<file path="src/rtl/regfile_writeback_arbiter.sv">
// -----------------------------------------------------------------------------
// regfile_writeback_arbiter
//
// Shares the single register-file write port between the ALU writeback path
// and the load (memory) writeback path, and keeps a 32-entry scoreboard of
// architectural registers that have writes in flight.
//
// Arbitration: valid/ready handshake on both sources. A lone requester is
// granted immediately. When both request, the source that did not win last
// time is granted (round-robin). The last winner resets to MEM, so ALU wins
// the first contention. Ready is combinational from valid and arbiter state.
//
// Writeback: the granted request is registered onto write_address/write_data
// one cycle later. write_enable is raised only for non-zero destinations;
// x0 grants complete the handshake but issue no write.
//
// Scoreboard: issue_valid marks the destination busy, a committing write
// clears it. When both hit the same register in one cycle the set wins,
// because the issue belongs to a newer instruction. Entry 0 is always clear.
//
// Ports:
//   clock, reset_n                 clock and asynchronous active-low reset
//   alu_valid/address/data, alu_ready   ALU writeback handshake
//   mem_valid/address/data, mem_ready   load writeback handshake
//   issue_valid, issue_address     mark a destination busy
//   query_address_1/2, query_busy_1/2   combinational hazard queries
//   write_enable/address/data      registered register-file write port
//   idle                           no busy entries and no write in flight
//
// Optional feature macro WB_BYPASS_EN: adds query_bypass_valid_1/2 and
// query_bypass_data_1/2, forwarding the in-flight write to decode. A query
// that hits the in-flight write reports not-busy so decode forwards instead
// of stalling.
// -----------------------------------------------------------------------------
module regfile_writeback_arbiter (
    input  logic        clock,
    input  logic        reset_n,
    input  logic        alu_valid,
    input  logic [4:0]  alu_address,
    input  logic [31:0] alu_data,
    output logic        alu_ready,
    input  logic        mem_valid,
    input  logic [4:0]  mem_address,
    input  logic [31:0] mem_data,
    output logic        mem_ready,
    input  logic        issue_valid,
    input  logic [4:0]  issue_address,
    input  logic [4:0]  query_address_1,
    input  logic [4:0]  query_address_2,
    output logic        query_busy_1,
    output logic        query_busy_2,
    output logic        write_enable,
    output logic [4:0]  write_address,
    output logic [31:0] write_data,
    output logic        idle
`ifdef WB_BYPASS_EN
    ,
    output logic        query_bypass_valid_1,
    output logic        query_bypass_valid_2,
    output logic [31:0] query_bypass_data_1,
    output logic [31:0] query_bypass_data_2
`endif
);

    typedef enum logic {
        GRANT_ALU = 1'b0,
        GRANT_MEM = 1'b1
    } grant_e;

    grant_e      r_last_grant;
    grant_e      w_last_grant_next;
    logic        w_grant_alu;
    logic        w_grant_mem;
    logic [4:0]  w_grant_address;
    logic [31:0] w_grant_data;

    logic        r_write_enable;
    logic [4:0]  r_write_address;
    logic [31:0] r_write_data;

    logic [31:0] r_busy;
    logic [31:0] w_busy_next;

    logic        w_bypass_hit_1;
    logic        w_bypass_hit_2;

    // Arbiter state register: remembers which source won most recently.
    always_ff @(posedge clock or negedge reset_n) begin
        if (!reset_n) begin
            r_last_grant <= GRANT_MEM;
        end else begin
            r_last_grant <= w_last_grant_next;
        end
    end

    // Grant selection and next arbiter state.
    always_comb begin
        w_grant_alu       = 1'b0;
        w_grant_mem       = 1'b0;
        w_last_grant_next = r_last_grant;
        if (alu_valid && mem_valid) begin
            case (r_last_grant)
                GRANT_MEM: w_grant_alu = 1'b1;
                GRANT_ALU: w_grant_mem = 1'b1;
                default:   w_grant_alu = 1'b1;
            endcase
        end else if (alu_valid) begin
            w_grant_alu = 1'b1;
        end else if (mem_valid) begin
            w_grant_mem = 1'b1;
        end else begin
            w_grant_alu = 1'b0;
        end

        if (w_grant_alu) begin
            w_last_grant_next = GRANT_ALU;
        end else if (w_grant_mem) begin
            w_last_grant_next = GRANT_MEM;
        end else begin
            w_last_grant_next = r_last_grant;
        end
    end

    assign alu_ready       = w_grant_alu;
    assign mem_ready       = w_grant_mem;
    assign w_grant_address = w_grant_alu ? alu_address : mem_address;
    assign w_grant_data    = w_grant_alu ? alu_data    : mem_data;

    // Register-file write port: capture the granted request for one cycle.
    always_ff @(posedge clock or negedge reset_n) begin
        if (!reset_n) begin
            r_write_enable  <= 1'b0;
            r_write_address <= 5'd0;
            r_write_data    <= 32'd0;
        end else if (w_grant_alu || w_grant_mem) begin
            r_write_enable  <= (w_grant_address != 5'd0);
            r_write_address <= w_grant_address;
            r_write_data    <= w_grant_data;
        end else begin
            r_write_enable  <= 1'b0;
        end
    end

    // Scoreboard next state: clear on commit first so a same-cycle issue wins.
    always_comb begin
        w_busy_next = r_busy;
        if (r_write_enable) begin
            w_busy_next[r_write_address] = 1'b0;
        end else begin
            w_busy_next = r_busy;
        end
        if (issue_valid && (issue_address != 5'd0)) begin
            w_busy_next[issue_address] = 1'b1;
        end else begin
            w_busy_next[0] = 1'b0;
        end
        w_busy_next[0] = 1'b0;
    end

    // Scoreboard register.
    always_ff @(posedge clock or negedge reset_n) begin
        if (!reset_n) begin
            r_busy <= 32'd0;
        end else begin
            r_busy <= w_busy_next;
        end
    end

`ifdef WB_BYPASS_EN
    assign w_bypass_hit_1 = r_write_enable && (r_write_address == query_address_1)
                            && (query_address_1 != 5'd0);
    assign w_bypass_hit_2 = r_write_enable && (r_write_address == query_address_2)
                            && (query_address_2 != 5'd0);
    assign query_bypass_valid_1 = w_bypass_hit_1;
    assign query_bypass_valid_2 = w_bypass_hit_2;
    assign query_bypass_data_1  = r_write_data;
    assign query_bypass_data_2  = r_write_data;
`else
    assign w_bypass_hit_1 = 1'b0;
    assign w_bypass_hit_2 = 1'b0;
`endif

    // Entry 0 is held clear, so a query of x0 always reports not busy.
    assign query_busy_1  = r_busy[query_address_1] && !w_bypass_hit_1;
    assign query_busy_2  = r_busy[query_address_2] && !w_bypass_hit_2;

    assign write_enable  = r_write_enable;
    assign write_address = r_write_address;
    assign write_data    = r_write_data;
    assign idle          = (r_busy == 32'd0) && !r_write_enable;

endmodule

</file>
<file path="config.mk">
export PLATFORM = sky130hd
export DESIGN_NAME = regfile_writeback_arbiter
export DESIGN_NICKNAME = d
export VERILOG_FILES = /design/src/rtl/regfile_writeback_arbiter.sv
export SDC_FILE = /design/constraint.sdc
export NUM_CORES = 1
export LEC_CHECK = 0
export CORE_UTILIZATION = 41
export DETAILED_ROUTE_END_ITERATION = 7
export PLACE_DENSITY = 0.86
export SLEW_MARGIN = 25
export SYNTH_ARGS = -nofsm -noshare
export SYNTH_HDL_FRONTEND = slang
export SYNTH_SLANG_ARGS = --single-unit
</file>
<file path="constraint.sdc">
create_clock -name clock -period 1.3 [get_ports clock]
set_input_delay 0.13 -clock clock [delete_from_list [all_inputs] [get_ports clock]]
set_output_delay 0.13 -clock clock [all_outputs]
set_load 0.05 [all_outputs]
</file>
Word-level counts from Yosys, hierarchy flattened:

Index checks and enable logic that the tools add are counted.

* reduce and logical (&&, ||, !) cells: 11
* order comparisons: 6
* bitwise operators: 3
* multiplexer cells: 22

Operators by type and width (number)
* 32-bit 2-to-1 mux: 2
* 32-bit AND: 1
* 32-bit zero test: 1
* 32-bit inverter: 1
* 32-bit bitwise OR: 1
* 31-bit 2-to-1 mux: 1
* 5-bit by 6-bit < comparator with 1-bit output (second input constant): 4
* 1-bit 2-to-1 mux: 14
* 1-bit binary-select mux with 5-bit select: 2
* 1-bit demux with 5-bit select: 2
* 5-bit by 1-bit >= comparator with 1-bit output (second input constant): 2
* 5-bit nonzero test: 2
* 1-bit logical AND: 5
* 5-bit 2-to-1 mux: 1
* 2-bit nonzero test: 1
* 1-bit zero test: 1
* 1-bit logical OR: 1

* input port bits: 94
* flip-flop bits (word level): 70

Depth between registers and ports, before layout:

* word-level depth: 9
* depth in mapped cells: 7
* gate-level depth less buffers: 5

Least setup slack after synthesis:

Ideal clock, no wire load.

* kind: input to register
* start: in mem_valid
* end: reg r_write_enable (netlist: write_enable)
* arrival time: 1.981 ns
* data required time: 1.217 ns
* path buffers: 2
* stages on the path: 5
* slack: -0.764 ns
* library setup time: 0.083 ns
* path through: buf_2 buf_2 a21boi_0 o21ai_0 o21ai_0

* cells in the longest elaborated chain, start to end: 5

Ends and longest elaborated chain
* start, declared: line 42 `input logic mem_valid,`
* 1-bit 2-to-1 mux: line 109 `end else if (mem_valid) begin`
* 1-bit 2-to-1 mux: line 107 `end else if (alu_valid) begin`
* 1-bit 2-to-1 mux *: line 101 `if (alu_valid && mem_valid) begin`
* named net mem_ready: line 45 `output logic mem_ready,`
* 1-bit logical OR *: line 135 `end else if (w_grant_alu || w_grant_mem) begin`
* 1-bit 2-to-1 mux *: line 135
* end signal, assigned: line 136 `r_write_enable <= (w_grant_address != 5'd0);`
* end, declared: line 77 `logic r_write_enable;`

Mark *: on every way through the listed nets, which the timed path passes. The rest lies on a longest branch.
A chain may end at the register's enable or synchronous reset.

Worst setup path after layout:

* start: reg r_busy[4]
* end: out query_busy_2

* cells in the longest elaborated chain, start to end: 2

Ends and longest elaborated chain
* start, declared: line 81 `logic [31:0] r_busy;`
* start signal, assigned: line 165 `r_busy <= w_busy_next;`
* 1-bit binary-select mux with 5-bit select: line 185 `assign query_busy_2 = r_busy[query_address_2] && !w_bypass_hit_2;`
* 1-bit 2-to-1 mux (not written as such): line 185
* end, declared: line 51 `output logic query_busy_2,`

No other way between the ends. The select of a mux whose other input is x is not followed.

==> results_dict.tcl <==
set metrics [dict create \
    crit_path_top_delay_cell "mux4_2" \
    yosys_warnings 0 \
    port_buffers 136 \
    seq_area_um2 1760 \
    worstRegToRegCells 8 \
    vdd_drop_max_mv 0.924 \
    yosysMostFrequentCell "o21ai_0" \
    yosys_register_bits 70 \
    max_stage_delay_ns 0.47 \
    htreeDepth 3 \
    fillerInstances 552 \
    synth.largest_area_cell "dfrtp_1" \
    initial_core_util_pct 42.7 \
    drive_above_1_share_pct 31.3 \
    p_per_area_nw_per_um2 1410 \
    drv_cap 0 \
    endpoint "query_busy_2" \
    cp.required_ns 1.17 \
    synth_edf_count 0 \
    grt_max_degree 43 \
    rows 35 \
    n_antenna_cell 0 \
    violations "negative setup slack" \
    root_buffer "clkbuf_8" \
    antenna_found_initial 0 \
    yosysTopAreaCellShare_pct 43.5 \
    finalWirelength_um 16900 \
    worst_pin_slew_ns 0.447 \
    r2r-end "write_data[7]" \
    pin_count 137 \
    fin_skew_ns 0.0121 \
    clock_latency_ns 0.34 \
    critPathMaxFanout 3 \
    grt_overflow_total 0 \
    ys.flop_type "dfrtp_1" \
    final_hold_viol_count 0 \
    p_leak_nw 2.77 \
    slew_headroom_pct 70.2 \
    path_cells "mux4_2, nand2b_4, o211ai_1, nand4_1, buf_6" \
    dieArea_um2 10100 \
    dpl_cell_area_um2 6260 \
    r2r_start "r_last_grant" \
    cts_buffer_depth 2 \
    async_flop_share_pct 100 \
    holdPathStages 3 \
    grt_use_total_pct 29.2 \
    hp-class "in2reg" \
    synthesis.nets 549 \
    die_width_um 100 \
    layout_min_cycle_time_ns 1.96 \
    drv_slew 0 \
    critPathLaunch "r_busy[4]" \
    final_antenna_net_count 0 \
    finalSetupViolations 43 \
    period_share_pct 151 \
    startpoint_type "flop" \
    dr.pass1.iters 5 \
    setup_slack_ns -0.662 \
    vias 4778 \
    vias_per_cell 6.15 \
    numCtsBuffers 9 \
    yosys-top-cells-area "dfrtp_1, o21ai_0, a21oi_1, nand2b_1, mux2i_1" \
    die_y_um 100 \
    endpoint_kind "primary output" \
    p_total_w 0.00970 \
    syn_inst 455 \
    critPathArrivalTime_ns 1.83 \
    syn_to_final_growth_pct 73.7 \
    routabilityCongestion 1.00 \
    grt_pass1_vias 4576 \
    utilization_pct 74.2 \
    synth_seq_area_share_pct 44.2 \
    multi_input_area_um2 2380 \
    synth_cell_types 31 \
    rsz0062_at_grt "true" \
    detail_route.iter0.violations 460 \
    r2r_setup_slack_ns -0.17 \
    clk_pin_slew_ns 0.08 \
    synth_common_cells "o21ai_0, a21oi_1, dfrtp_1" \
    cts_tree "built" \
    cts.sinks 70 \
    design_area_um2 6890 \
    wl_per_cell_um 21.7 \
    max_freq_ghz 0.510 \
    worstSetupPathType "reg2out" \
    dp_hpwl_um 10100 \
    status "finished with violations" \
    grt_pass1_wl_um 22600 \
    final_nets 738 \
    synth.avg_cell_area_um2 8.72 \
    syn_area_um2 3970 \
    remaining_drc_errors 0 \
    core_um2 9280 \
]
registers in the layout (all words and copies together), names as in the netlist:
| signal | cells |
|---|---|
| write_enable | 1 |
| write_address | 5 |
| r_last_grant | 1 |
| r_busy | 31 |
| write_data | 32 |
how the worst min path moves through the flow:
stage	from	endpoint	slack, ns
CTS	mem_valid	write_data[19]	0.14
detailed placement	reset_n	write_data[25]	0.08
finish	mem_valid	write_data[19]	0.18
global placement	reset_n	write_data[25]	0.08
floorplan	reset_n	r_busy[10]	-0.17
global route	mem_valid	write_data[19]	0.18
cells in the final DEF, fill, tap and decap left out, types with 16 or more instances in the layout:
cell,synthesis,final
clkdlybuf4s50_1,0,89
dfrtp_1,69,62
o21ai_1,0,58
buf_4,3,56
buf_12,0,45
a21oi_1,70,38
nand2_1,39,37
o21ai_0,97,36
nand2b_1,37,32
a21oi_2,0,28
mux2i_1,18,18
nor2_1,20,16
kinds of logic after synthesis:
group,Yosys count,synth area share [%]
AO/OA/AOI/OAI,183,24.0
buffers and inverters,31,3.50
flip-flops,70,44.2
multiplexers,29,9.37
AND/OR/NAND/NOR,142,18.9
through the flow:
| step | TNS [ns] | hold slack [ns] | instances | setup WS [ns] |
|---|---|---|---|---|
| 2_1_floorplan | -1.45 | -0.166 | 455 | -0.378 |
| 3_3_place_gp | -5.15 | 0.0828 | 749 | -0.589 |
| 3_5_place_dp | -6.33 | 0.0831 | 749 | -0.666 |
| 4_1_cts | -2.29 | 0.141 | 773 | -0.668 |
| 5_1_grt | -7.02 | 0.182 | 777 | -0.748 |
| 6_report | -5.67 | 0.178 | 777 | -0.662 |
timing repair:
item,4_1_cts,5_1_grt
endpoints found under the hold margin,12,0
setup buffers,8,5
hold buffers,1,0
resized for setup,24,94
setup endpoints to repair,9,57
cloned,1,2
pin swaps,7,39
worst max-delay path: cells and delay by family, from the launching register on:
kind | cells | cell delay (ns)
buf+inv | 1 | 0.18
mux | 1 | 0.47
compound gates | 1 | 0.08
flops | 1 | 0.45
simple gates | 2 | 0.30
area by class of cell:
cell class / count / share of cell area, %
Multi-Input combinational cell: 354 / 34.5
Clock buffer: 13 / 2.16
Inverter: 4 / 0.254
Timing Repair Buffer: 205 / 35.0
Sequential cell: 70 / 25.6
Tap cell: 129 / 2.34
Clock inverter: 2 / 0.145
metal layers:
metal	vias up	part of all wire, %	global-route usage [%]	wire length [µm]
li1	2030	-	-	-
met1	2304	35	33.0	5880
met2	358	51	51.6	8570
met3	86	8.8	8.36	1490
met4	0	5.6	11.9	937
met5	-	0	0	0
where the power goes:
group	internal [W]	switching [W]
Clock	0.000732	0.000810
Sequential	0.00283	0.000913
Combinational	0.00224	0.00217
Total	0.00580	0.00390
Power figures use the tool's default switching activity.
